### src/rtl/sat_counter.sv
// Up-counter with a build-time choice between saturating at all-ones and wrapping.
module sat_counter #(
    parameter int W        = 8,
    parameter bit SATURATE = 1'b1
) (
    input  logic         i_clk,
    input  logic         i_rst,
    input  logic         i_inc,
    output logic [W-1:0] o_cnt
);

    logic [W-1:0] r_cnt;
    logic         w_hold;

    assign w_hold = SATURATE && (&r_cnt);

    always_ff @(posedge i_clk or posedge i_rst) begin
        if (i_rst) begin
            r_cnt <= '0;
        end else if (i_inc && !w_hold) begin
            r_cnt <= r_cnt + W'(1);
        end
    end

    assign o_cnt = r_cnt;

endmodule

### config.mk
export PLATFORM = sky130hd
export DESIGN_NAME = sat_counter
export DESIGN_NICKNAME = d
export VERILOG_FILES = /design/src/rtl/sat_counter.sv
export SDC_FILE = /design/constraint.sdc
export NUM_CORES = 1
export LEC_CHECK = 0
export ABC_AREA = 1
export CORE_AREA = 2 2 39 41
export DETAILED_ROUTE_END_ITERATION = 6
export DIE_AREA = 0 0 41 43
export PLACE_DENSITY = 0.56
export SYNTH_ARGS = -nofsm -noshare
export SYNTH_HDL_FRONTEND = slang
export SYNTH_SLANG_ARGS = --single-unit
### constraint.sdc
create_clock -name i_clk -period 1.9 [get_ports i_clk]
set_clock_uncertainty 0.2 [all_clocks]
set_input_delay 0.38 -clock i_clk [delete_from_list [all_inputs] [get_ports i_clk]]
set_output_delay 0.38 -clock i_clk [all_outputs]
set_load 0.05 [all_outputs]
======== Word level (Yosys, flattened, before mapping) ========
Cells that the tools add are included.
storage, ports and cells
  register bits ........................... 8
  input port bits ......................... 3
  output and inout bits ................... 8
  word-level logic and storage cells ...... 5
operators by class
  $add $sub $neg .......................... 1
  reduce and logical (&&, ||, !) cells .... 3
operators by type and width
  kind                 count
  $add 8x1->8 const B  1
  $reduce_and 8->1     1
  $logic_and 1x1->1    1
  $logic_not 1->1      1

======== Depth between registers and ports, before layout ========
  word-level depth ........................ 3
  gate-level depth with buffers ........... 8
  depth with buffers taken out ............ 8

======== Worst setup path after synthesis ========
OpenSTA, ideal clock, no wires.
  path kind ............................... reg2reg
  start ................................... reg r_cnt[0], in the netlist o_cnt[0]
  end ..................................... reg r_cnt[0], in the netlist o_cnt[0]
  library setup time ...................... 0.118 ns
  arrival ................................. 1.476 ns
  data required time ...................... 1.582 ns
  slack ................................... 0.105 ns
  stages on the path, launching flop included .. 9
  path buffers ............................ 0
  period minus slack after synthesis ...... 1.795 ns
  path through ............................ dfrtp_1 > ha_1 > inv_1 > nor2_2 > nand2_4 > nand2_4 > inv_4 > nand2_1 > nand2_1
between the ends
  cells in the longest elaborated chain, start to end .. 3
  elaborated cells between the ends (all ways) .. 4
  those cells by class .................... add/sub (1); reduce/logical (3)
ends and longest elaborated chain
  element                                                              line  source
  start: declaration                                                   12    logic [W-1:0] r_cnt;
  start signal: assignment                                             21    r_cnt <= r_cnt + W'(1);
  parallel branches: the longest is 3 deep, another holds $add 8x1->8  n/a
Several ways; the timed one is not identified.
A chain may end at the register's enable or synchronous reset.

======== Worst setup path in the final report ========
  start ................................... reg r_cnt[0], in the netlist o_cnt[0]
  end ..................................... out o_cnt[0]
RTL lines
  element           line  source
  end: declaration  9     output logic [W-1:0] o_cnt
No word-level cell between the ends.

==> results.toml <==
[synth]
synth.distinct_cells = 15
synth_area_sq_um = 464
synth_top_area_cell = "dfrtp_1"
syn-num-nets = 67
seq_area_frac_synth_pct = 43.1
synth_fa_ha_area_share_pct = 2.70
synth_top_family_by_area = "simple AND/OR/NAND/NOR gates"
synth.top_cell.area_share_pct = 43.1
synth_area_leaders = "dfrtp_1 43%, nand2_1 19%, inv_1 5.7%"
synth_area_per_cell_sq_um = 7.37
synth-compound-area-share_pct = 5.39
synth_warnings = 0
synth_mux_area_share_pct = 0
synth_xor_area_share_pct = 1.89
synth_seq_cells = 8
yosys.area_share.simple_pct = 39.9
synthCells = 63

[setup_path]
worstRegToRegCells = 8
critPathKind = "reg2out"
crit_path_start_kind = "register"
crit_chain = "buf_4 > buf_12"
crit_arrival_ps = 940
slowest_delay_ps = 370
worstSetupStartpoint = "o_cnt[0]$_DFFE_PP0P_"
path_max_fanout = 6
critPathSlowestCell = "dfrtp_1"
crit_path_end_kind = "output pin"
worstPathRequired_ps = 1320
r2r_start = "o_cnt[1]$_DFFE_PP0P_"

[floorplan]
die_w_microns = 41
core_area_sq_um = 1380
ioPinCount = 11
fp.dieArea_sq_um = 1760
die_y_microns = 43
initial_core_util_pct = 33.5
row_count = 14

[route]
route.detailed.drc = 0
first_pass_iters = 4
ant_nets = 0
via_count = 438
avgViaCountPerCell = 4.66
drt_iter0_drc = 4
wl_per_cell_microns = 10.3
wl_microns = 969

[timing]
hold_slack_ps = 177
post-route-period-util_pct = 79.9
rsz0062_at_grt = "no"
setup_viol = 0
maxSlewViolCount = 0
max-slew-margin-rel_pct = 78.3
post-route-min-period_ps = 1520
tns_ps = 0
finalHoldViolations = 0
clock.fmax_ghz = 0.658
worst_pin_slew_ps = 324
fin_ws_ps = 381

[cts]
cts_tree = "done"
clockRootBuffer = "clkbuf_4"
cts_buffers = 3
postCtsSetupBuffers = 0
ctsResizeCount = 0
cts_hold_buf = 0
clkTransAtPathRegs_ps = 50
htreeDepth = 1
cts_sinks = 8
clock_path_buffers = 2
clk_latency_ps = 250

[global_route]
grt_max_degree = 9
grt-ovfl-total = 0
antenna_found_initial = 0
grtUsageTotal_pct = 15.8
grt_pass1_wl_mm = 1.81
first_global_vias = 432

[placement]
globalplace.congestion = 0.709
dp.cells = 91
portBuffers = 10
dpl_cell_area_sq_um = 642
dpl.hpwl_microns = 762
place_ws_ps = 186

[hold_path]
hp-class = "in2async"

[cells_and_area]
fin_area_sq_um = 664
insertedDiodeCount = 0
largest_reg_flops = 8
stdcell_count = 94
drive_above_1_share_pct = 25.6
syn_to_final_growth_pct = 43.1
fillers = 142
fin_util_pct = 48.0
nNetsFinal = 84

[job]
maxCapViolations = 0

[power]
p_total_mw = 1.03
powerDensity_nw_per_um2 = 1550
max-vdd-ir-drop_v = 0.000674
p_leak_nw = 0.345

[run_status]
status = "complete, no violations"
[area by class of cell]
class / count / area (sq um) / area share [%]
Multi-Input combinational cell: 47 / 231 / 34.8
Timing Repair Buffer: 12 / 158 / 23.7
Inverter: 8 / 32.5 / 4.90
Sequential cell: 8 / 200 / 30.1
Tap cell: 16 / 20.0 / 3.01
Clock buffer: 3 / 22.5 / 3.39
[worst max-delay path, delay by kind of cell (launching register included)]
family,cells,cell delay (ps)
buf+inv,2,320
flops,1,370
[layout by cell type, fill, tap and decap left out, types with 2 or more instances in the layout]
master,Yosys,layout
nand2_1,24,24
dfrtp_1,8,8
inv_1,7,7
nor2_1,6,6
buf_4,0,5
buf_12,0,5
a21oi_1,4,4
nand3_1,3,3
clkbuf_4,0,3
nand2_2,2,2
nand2_4,2,2
clkdlybuf4s50_1,0,2
[cells in the mapped netlist, drive strengths merged]
cell,n
nor3,1
ha,1
xnor2,1
nor2,8
dfrtp,8
nand2,28
o21ai,1
a21oi,4
inv,8
nand3,3
[where the power goes]
group          internal [mW]  switching (mW)
Sequential             0.226          0.0946
Clock                 0.0721          0.0551
Combinational          0.250           0.332
[logic make-up after synthesis]
| family | after synthesis |
|---|---|
| flip-flops | 8 |
| AND/OR/NAND/NOR | 40 |
| adder cells (fa/ha/maj) | 1 |
| XOR/XNOR | 1 |
| buffers and inverters | 8 |
| AO/OA/AOI/OAI | 5 |
[path summary, 6_finish.rpt]
check | endpoint | slack, ps
min | o_cnt[7]$_DFFE_PP0P_ | 180
min in group i_clk | o_cnt[1]$_DFFE_PP0P_ | 360
max reg2reg | o_cnt[5]$_DFFE_PP0P_ | 410
max | o_cnt[0] | 380
max in group asynchronous | o_cnt[3]$_DFFE_PP0P_ | 1080
min reg2reg | o_cnt[1]$_DFFE_PP0P_ | 360
[per-layer routing]
metal	part of all wire, %	routed length [microns]	track usage [%]	vias up
li1	-	-	-	227
met3	2.7	26	3.14	4
met2	49	479	23.4	9
met5	0	0	0	-
met4	4.0	39	12.0	0
met1	44	424	18.8	198
Power figures use the tool's default switching activity.
